==> config.mk <==
export PLATFORM = sky130hd
export DESIGN_NAME = code_loader
export DESIGN_NICKNAME = d
export VERILOG_FILES = /design/src/rtl/code_loader.sv
export SDC_FILE = /design/constraint.sdc
export NUM_CORES = 1
export LEC_CHECK = 0
export BUFFER_PORTS_ARGS = -buffer_cell sky130_fd_sc_hd__buf_2
export CORE_UTILIZATION = 35
export CTS_BUF_LIST = sky130_fd_sc_hd__clkbuf_4 sky130_fd_sc_hd__clkbuf_8
export CTS_CLUSTER_DIAMETER = 80
export DETAILED_ROUTE_END_ITERATION = 12
export PLACE_DENSITY_LB_ADDON = 0.2
export RECOVER_POWER = 50
export SYNTH_ARGS = -nofsm -noshare
export SYNTH_HDL_FRONTEND = slang
export SYNTH_SLANG_ARGS = --single-unit
==> constraint.sdc <==
create_clock -name clk -period 2.38 [get_ports clk]
set_input_delay 0.476 -clock clk [delete_from_list [all_inputs] [get_ports clk]]
set_output_delay 0.476 -clock clk [all_outputs]
set_load 0.01 [all_outputs]
==> src/rtl/code_loader.sv <==
// Byte-stream code loader: assembles 16-bit words from a count-prefixed byte frame and
// writes them to code memory. Optional trailing XOR checksum via CODE_LOADER_CHECKSUM_EN.
module code_loader #(
    parameter int ADDR_W = 9,
    parameter int CNT_W  = 10
) (
    input  logic              clk,
    input  logic              rst_n,
    input  logic [7:0]        in_data,
    input  logic              in_valid,
    output logic              in_ready,
    input  logic              restart,
    output logic              code_w_en,
    output logic [ADDR_W-1:0] code_addr_in,
    output logic [15:0]       code_in,
    output logic              run,
    output logic              busy,
    output logic              error,
    output logic [CNT_W-1:0]  words_loaded,
    output logic [2:0]        dbg_state
);

    // Handshake: a byte moves on a rising edge where in_valid & in_ready are both high;
    // in_ready depends only on the registered state, never on in_valid.
    typedef enum logic [2:0] {
        S_IDLE    = 3'd0,
        S_CNT_LO  = 3'd1,
        S_DATA_HI = 3'd2,
        S_DATA_LO = 3'd3,
        S_WRITE   = 3'd4,
        S_DONE    = 3'd5,
        S_ERROR   = 3'd6
`ifdef CODE_LOADER_CHECKSUM_EN
        , S_CHECK = 3'd7
`endif
    } state_t;

    localparam logic [16:0] LIMIT = 17'(1) << ADDR_W;

    state_t              r_state;
    state_t              w_next_state;
    state_t              w_fin_state;
    logic [7:0]          r_cnt_hi;
    logic [7:0]          r_word_hi;
    logic [CNT_W-1:0]    r_count;
    logic [CNT_W-1:0]    r_words;
    logic [CNT_W-1:0]    w_words_inc;
    logic [ADDR_W-1:0]   r_addr;
    logic                r_code_w_en;
    logic [ADDR_W-1:0]   r_code_addr;
    logic [15:0]         r_code_in;
    logic [15:0]         w_n;
`ifdef CODE_LOADER_CHECKSUM_EN
    logic [7:0]          r_xor;
`endif

    assign w_n         = {r_cnt_hi, in_data};
    assign w_words_inc = r_words + CNT_W'(1);
`ifdef CODE_LOADER_CHECKSUM_EN
    assign w_fin_state = S_CHECK;
`else
    assign w_fin_state = S_DONE;
`endif

    always_ff @(posedge clk or negedge rst_n) begin
        if (!rst_n) begin
            r_state <= S_IDLE;
        end else begin
            r_state <= w_next_state;
        end
    end

    always_comb begin
        w_next_state = r_state;
        in_ready     = 1'b0;
        run          = 1'b0;
        busy         = 1'b0;
        error        = 1'b0;
        case (r_state)
            S_IDLE: begin
                in_ready = 1'b1;
                if (in_valid) w_next_state = S_CNT_LO;
            end
            S_CNT_LO: begin
                in_ready = 1'b1;
                busy     = 1'b1;
                if (in_valid) begin
                    if (w_n == 16'd0)               w_next_state = w_fin_state;
                    else if ({1'b0, w_n} > LIMIT)   w_next_state = S_ERROR;
                    else                            w_next_state = S_DATA_HI;
                end
            end
            S_DATA_HI: begin
                in_ready = 1'b1;
                busy     = 1'b1;
                if (in_valid) w_next_state = S_DATA_LO;
            end
            S_DATA_LO: begin
                in_ready = 1'b1;
                busy     = 1'b1;
                if (in_valid) w_next_state = S_WRITE;
            end
            S_WRITE: begin
                busy = 1'b1;
                if (w_words_inc == r_count) w_next_state = w_fin_state;
                else                        w_next_state = S_DATA_HI;
            end
            S_DONE: begin
                run = 1'b1;
                if (restart) w_next_state = S_IDLE;
            end
            S_ERROR: begin
                error = 1'b1;
                if (restart) w_next_state = S_IDLE;
            end
`ifdef CODE_LOADER_CHECKSUM_EN
            S_CHECK: begin
                in_ready = 1'b1;
                busy     = 1'b1;
                if (in_valid) w_next_state = (in_data == r_xor) ? S_DONE : S_ERROR;
            end
`endif
            default: w_next_state = S_IDLE;
        endcase
    end

    // Write strobe, address and data are loaded on the low-byte transfer so they are
    // registered and stable for the whole WRITE cycle, and zero otherwise.
    always_ff @(posedge clk or negedge rst_n) begin
        if (!rst_n) begin
            r_cnt_hi    <= '0;
            r_word_hi   <= '0;
            r_count     <= '0;
            r_words     <= '0;
            r_addr      <= '0;
            r_code_w_en <= 1'b0;
            r_code_addr <= '0;
            r_code_in   <= '0;
`ifdef CODE_LOADER_CHECKSUM_EN
            r_xor       <= '0;
`endif
        end else begin
            r_code_w_en <= 1'b0;
            r_code_addr <= '0;
            r_code_in   <= '0;
            case (r_state)
                S_IDLE: begin
                    if (in_valid) begin
                        r_cnt_hi <= in_data;
`ifdef CODE_LOADER_CHECKSUM_EN
                        r_xor    <= in_data;
`endif
                    end
                end
                S_CNT_LO: begin
                    if (in_valid) begin
                        r_count <= w_n[CNT_W-1:0];
`ifdef CODE_LOADER_CHECKSUM_EN
                        r_xor   <= r_xor ^ in_data;
`endif
                    end
                end
                S_DATA_HI: begin
                    if (in_valid) begin
                        r_word_hi <= in_data;
`ifdef CODE_LOADER_CHECKSUM_EN
                        r_xor     <= r_xor ^ in_data;
`endif
                    end
                end
                S_DATA_LO: begin
                    if (in_valid) begin
                        r_code_w_en <= 1'b1;
                        r_code_addr <= r_addr;
                        r_code_in   <= {r_word_hi, in_data};
`ifdef CODE_LOADER_CHECKSUM_EN
                        r_xor       <= r_xor ^ in_data;
`endif
                    end
                end
                S_WRITE: begin
                    r_addr  <= r_addr + ADDR_W'(1);
                    r_words <= w_words_inc;
                end
                S_DONE, S_ERROR: begin
                    if (restart) begin
                        r_cnt_hi  <= '0;
                        r_word_hi <= '0;
                        r_count   <= '0;
                        r_words   <= '0;
                        r_addr    <= '0;
`ifdef CODE_LOADER_CHECKSUM_EN
                        r_xor     <= '0;
`endif
                    end
                end
                default: ;
            endcase
        end
    end

    assign code_w_en    = r_code_w_en;
    assign code_addr_in = r_code_addr;
    assign code_in      = r_code_in;
    assign words_loaded = r_words;
    assign dbg_state    = r_state;

endmodule

==> results of run 1 <==
how the worst min path moves through the flow:
stage | startpoint | endpoint | cells after the start | slack [ns]
2_1_floorplan | rst_n | code_addr_in[0] | 0 | 0.18
3_3_place_gp | r_word_hi[0] | code_in[8] | 1 | 0.46
3_5_place_dp | rst_n | code_in[9] | 1 | 0.47
4_1_cts | rst_n | r_word_hi[1] | 1 | 0.09
5_1_grt | in_data[4] | code_in[4] | 2 | 0.35
6_report | rst_n | r_word_hi[1] | 1 | 0.31
cell type report:
class / count / area [sq um] / share of cell area (%)
clock buffers: 10 / 137.6 / 3.446
flip-flops and latches: 74 / 1852 / 46.37
well taps: 129 / 161.4 / 4.041
inverters: 3 / 11.26 / 0.2820
repair buffers: 63 / 300.3 / 7.519
clock inverters: 6 / 48.80 / 1.222
multi-input cells: 215 / 1483 / 37.12
through the flow:
stage,utilization (%),area (sq um),cells
after floorplan,-,3415,308
after global placement,41.33,3855,484
after detailed placement,41.33,3855,484
after CTS,43.33,4041,500
after global routing,42.82,3994,500
final,42.82,3994,500
where the power goes:
group | switching, uW | internal, uW
sequential | 363 | 1610
combinational | 799 | 783
clock | 508 | 416
registers in the layout (all words and copies together) (netlist names):
register / count
code_in: 16
r_count: 10
words_loaded: 10
code_addr_in: 9
r_addr: 9
r_cnt_hi: 8
r_word_hi: 8
dbg_state: 3
code_w_en: 1
layout by cell type, fill, tap and decap left out, types with 2 or more instances in the layout:
master / count
a21oi_1: 4
a31oi_1: 3
and2_1: 33
and2_2: 2
and4_1: 2
buf_2: 32
buf_4: 6
clkbuf_1: 24
clkbuf_8: 10
clkinvlp_4: 3
dfrtp_1: 74
inv_1: 3
inv_6: 2
mux2_2: 24
mux2i_1: 2
nand2_1: 21
nand2b_1: 4
nand3_1: 9
nand4_1: 5
nor2_1: 21
nor2b_1: 2
nor3_1: 4
nor4_1: 4
o21a_1: 2
o21ai_0: 18
o22ai_1: 2
o32ai_1: 2
o41ai_1: 2
xnor2_1: 13
xor2_1: 13
cell families after synthesis:
| kind of cell | after synthesis | share of synthesized area, % |
|---|---|---|
| AOI/OAI and AO/OA | 45 | 8.941 |
| xor gates and xnor gates | 26 | 6.669 |
| adders and majority gates | 2 | 0.7328 |
| DFF | 74 | 54.23 |
| and+or+nand+nor | 115 | 18.07 |
| muxes | 27 | 8.941 |
| buffers and inverters | 19 | 2.418 |
layer usage:
metal	GRT usage [%]	vias up	part of all wire, %	routed length (um)
li1	-	1185	-	-
met5	0	-	0	0
met3	3.259	6	3.2	232
met4	5.686	0	1.1	75
met2	24.55	37	46	3307
met1	20.99	1194	49	3526
==> results.cfg, run 1 <==
[placement]
pre_cts_slack_ns = 0.2568
hpwl_um = 5189
portBuffers = 54
gp_congestion = 0.8299

[clocking]
clk_pin_slew_worst_paths_ns = 0.09
cts_buffers = 9
htree_levels = 3
clockBufferDepth = 2
cts_tree = built
clock-root-buffer = clkbuf_8
cts_sinks = 74
ctsHoldBuffers = 0
cts-resized-gates = 0
clk_latency_ns = 0.35
post_cts_buffers = 0

[logic_synthesis]
yosysWarnings = 0
ys_top_cells_by_area = dfrtp_1, mux2_2, and2_1, xnor2_1, xor2_1
ys_top_cells_by_count = dfrtp_1, and2_1, mux2_2
syn-cell-area_sq_um = 3415
synth-async-reset-ratio_pct = 100.0
synth-main-ff-cell = dfrtp_1
syn_avg_cell_area_sq_um = 11.09
synth_cells = 308
syn_nets = 322
synth_top_cell_by_area = dfrtp_1
synth_top_area_share_pct = 54.23
synth_seq_area_share_pct = 54.23
ys_ff_latch = 74
ys_types = 50
synth_most_common_cell = dfrtp_1
synth-edff-count = 0

[worst_setup_path]
critPathCapture = dbg_state[0]
worst_setup_path_start_kind = register
worstPathMaxFanout = 12
cpMaxStageDelayCell = dfrtp_1
cpLargestDelayFamily = compound AO/OA/AOI/OAI gates
worst-path-buf-inv = 0
worstPathCellList = ha_2 -> o211ai_1 -> a21boi_0 -> o32a_1 -> nor4_1 -> o31a_1
path_class = reg -> reg
cp_num_cells = 6
rrSetupSlack_ns = 0.40
rr_worst_depth = 6
cp_slowest_stage_delay_ns = 0.47
startpoint = words_loaded[0]
r2r-start = words_loaded[0]
cp.arrival_ns = 2.26
required_ns = 2.66
r2r-end = dbg_state[0]
critPathCaptureType = register

[route]
detail_route.wl_per_cell_um = 14.28
drc = 0
vias_per_cell = 4.844
drt-total-wl_um = 7142
drtAntennaViolNets = 0
drtIter0Drc = 93
firstDrtPassIters = 4
vias = 2422

[timing]
post-route-min-period_ns = 1.976
hold_violations = 0
max-slew-margin-rel_pct = 26.84
setup_viol = 0
worst_slack_ns = 0.4044
slew_violations = 0
tightest_slew_ns = 1.097
finalSetupTns_ns = 0
finClkSkew_ns = 0.008453
fin_crit_sh_pct = 83.01
hold_ws_ns = 0.3073
maxClockFrequency_mhz = 506.2
rsz0062_at_grt = false

[floorplan]
pin_count = 55
die_x_um = 100.8
core-area_sq_um = 9328
die-height_um = 100.8
fp.dieArea_sq_um = 10150
rows = 35
start_util_pct = 36.61

[finish]
fill_cells = 905
drive_gt1_share_pct = 23.72
area_growth_pct = 16.97
layout.nets = 380
n_antenna_cell = 0

[power_and_ir_drop]
p_total_uw = 4477
vdd_drop_max_mv = 0.3417
powerDensity_nw_per_um2 = 1121
power_leakage_uw = 0.001794

[min_path]
hold_path.class = in -> async

[grt]
grt_pass1_vias = 2382
grt_pass1_wl_um = 11980
grt-ovfl-total = 0
track_usage_pct = 15.52
grt_max_degree = 32
antenna_found_initial = 0

[run]
drv_cap = 0

[outcome]
status = finished, final reports clean
Note: power is estimated with default switching activity, not from simulation.
==> run 2: changes to the inputs <==
clock period = 1.7 ns   (was 2.38 ns; I/O delays follow)
==> run 2 against run 1 <==
  * The run now ends with negative setup slack left
  * Die area unchanged
  * Flip-flop and latch count stayed put
  * Register-to-register slack worse by 0.48 ns
  * Critical path type unchanged
  * Largest power group is now combinational cells
==> results.cfg, run 2 (synthesis gave the netlist of run 1 again) <==
[outcome]
status = finished with violations
violations = negative setup slack

[timing]
hold_violations = 0
finalSetupTns_ns = -0.07082
worst_slack_ns = -0.07082
fin_crit_sh_pct = 104.2
finClkSkew_ns = 0.009960
max-slew-margin-rel_pct = 32.58
rsz0062_at_grt = true
setup_viol = 1
maxClockFrequency_mhz = 564.7
tightest_slew_ns = 1.011
slew_violations = 0
post-route-min-period_ns = 1.771

[worst_setup_path]
cp.arrival_ns = 2.06
rrSetupSlack_ns = -0.07
critPathCaptureType = register
worstPathMaxFanout = 6
path_class = reg -> reg
worst_setup_path_start_kind = register
required_ns = 1.99

[route]
vias = 2591
drtAntennaViolNets = 0
drt-total-wl_um = 7680
vias_per_cell = 4.763
drtIter0Drc = 88
detail_route.wl_per_cell_um = 14.12
drc = 0
firstDrtPassIters = 4

[finish]
area_growth_pct = 33.05
mostFrequentLayoutCells = dfrtp_1, buf_2, buf_4, and2_1, nand2_1
layout.nets = 424
largest_reg_flops = 16
drive_gt1_share_pct = 40.96
n_antenna_cell = 0
mostFrequentLayoutCell = dfrtp_1

[floorplan]
start_util_pct = 36.61
die_x_um = 100.8
rows = 35
pin_count = 55
die-height_um = 100.8
fp.dieArea_sq_um = 10150
core-area_sq_um = 9328

[power_and_ir_drop]
powerDensity_nw_per_um2 = 1552
p_comb_share_pct = 43.8
p_total_uw = 7052
vdd_drop_max_mv = 0.5097
switchingPower_uw = 2583
pwr-share-seq_pct = 38.2
swShare_pct = 36.63
p_int_uw = 4469
p_clk_share_pct = 18.0
power_leakage_uw = 0.002198

[clocking]
clock-root-buffer = clkbuf_8
cts_tree = built
ctsHoldBuffers = 0
cts_buffers = 9
htree_levels = 3
clockBufferDepth = 2
clk_latency_ns = 0.35
cts_sinks = 74
clk_pin_slew_worst_paths_ns = 0.08

[grt]
antenna_found_initial = 0
track_usage_pct = 16.60
grt_max_degree = 75
grt-ovfl-total = 0
grt_pass1_wl_um = 12970
grt_pass1_vias = 2596

[placement]
portBuffers = 54
gp_congestion = 0.8388
pre_cts_slack_ns = -0.2609
hpwl_um = 5421

[run]
drv_cap = 0

[min_path]
hold_path.class = in -> reg
[run 2: final timing paths]
check / cells past startpoint / from / to
max: 6 / words_loaded[1] / dbg_state[0]
min: 2 / in_data[6] / code_in[6]
max reg2reg: 6 / words_loaded[1] / dbg_state[0]
min reg2reg: 1 / r_word_hi[7] / code_in[15]
max in group asynchronous: 2 / rst_n / words_loaded[1]
min in group asynchronous: 2 / rst_n / code_in[0]
[run 2: stage by stage]
stage	cells	instance area [sq um]	hold WS [ns]	util (%)
global route	544	4543	0.2351	48.71
global placement	525	4278	0.4072	45.86
detailed placement	525	4278	0.4109	45.86
CTS	544	4542	0.02381	48.69
floorplan	308	3517	0.04441	-
finish	544	4543	0.2332	48.71
[run 2: critical path, stage by stage (launching register included)]
cell and delay (ns):
dfrtp_2 0.46, ha_4 0.21, nor4_1 0.30, a31oi_1 0.07
o32a_1 0.23, nor4_2 0.30, o31a_1 0.15
[run 2: power groups by stage]
stage,registers [uW],logic [uW],clock network [uW]
global placement,2680,2910,0
CTS,2690,3100,1310
detailed placement,2700,2950,0
finish,2690,3090,1270
floorplan,2660,1940,0
global route,2780,3400,1380
[run 2: layout make-up]
cell class / instances / area, sq um
clock buffers: 9 / 123.9
clock inverters: 7 / 52.55
fillers: 877 / 4785
inverters: 3 / 11.26
multi-input cells: 215 / 1620
flip-flops and latches: 74 / 1856
well taps: 129 / 161.4
repair buffers: 107 / 718.2
[run 2: per-layer routing]
layer,part of all wire (%),track usage [%],vias up
met4,1.6,6.689,0
met3,2.5,2.843,10
met2,46,26.77,42
met5,0,0,-
met1,50,22.23,1269
li1,-,-,1270
[run 2: timing repair]
action	CTS	global route
buffers inserted	3	0
resized for setup	10	5
pin swaps	8	5
setup endpoints to repair	12	36
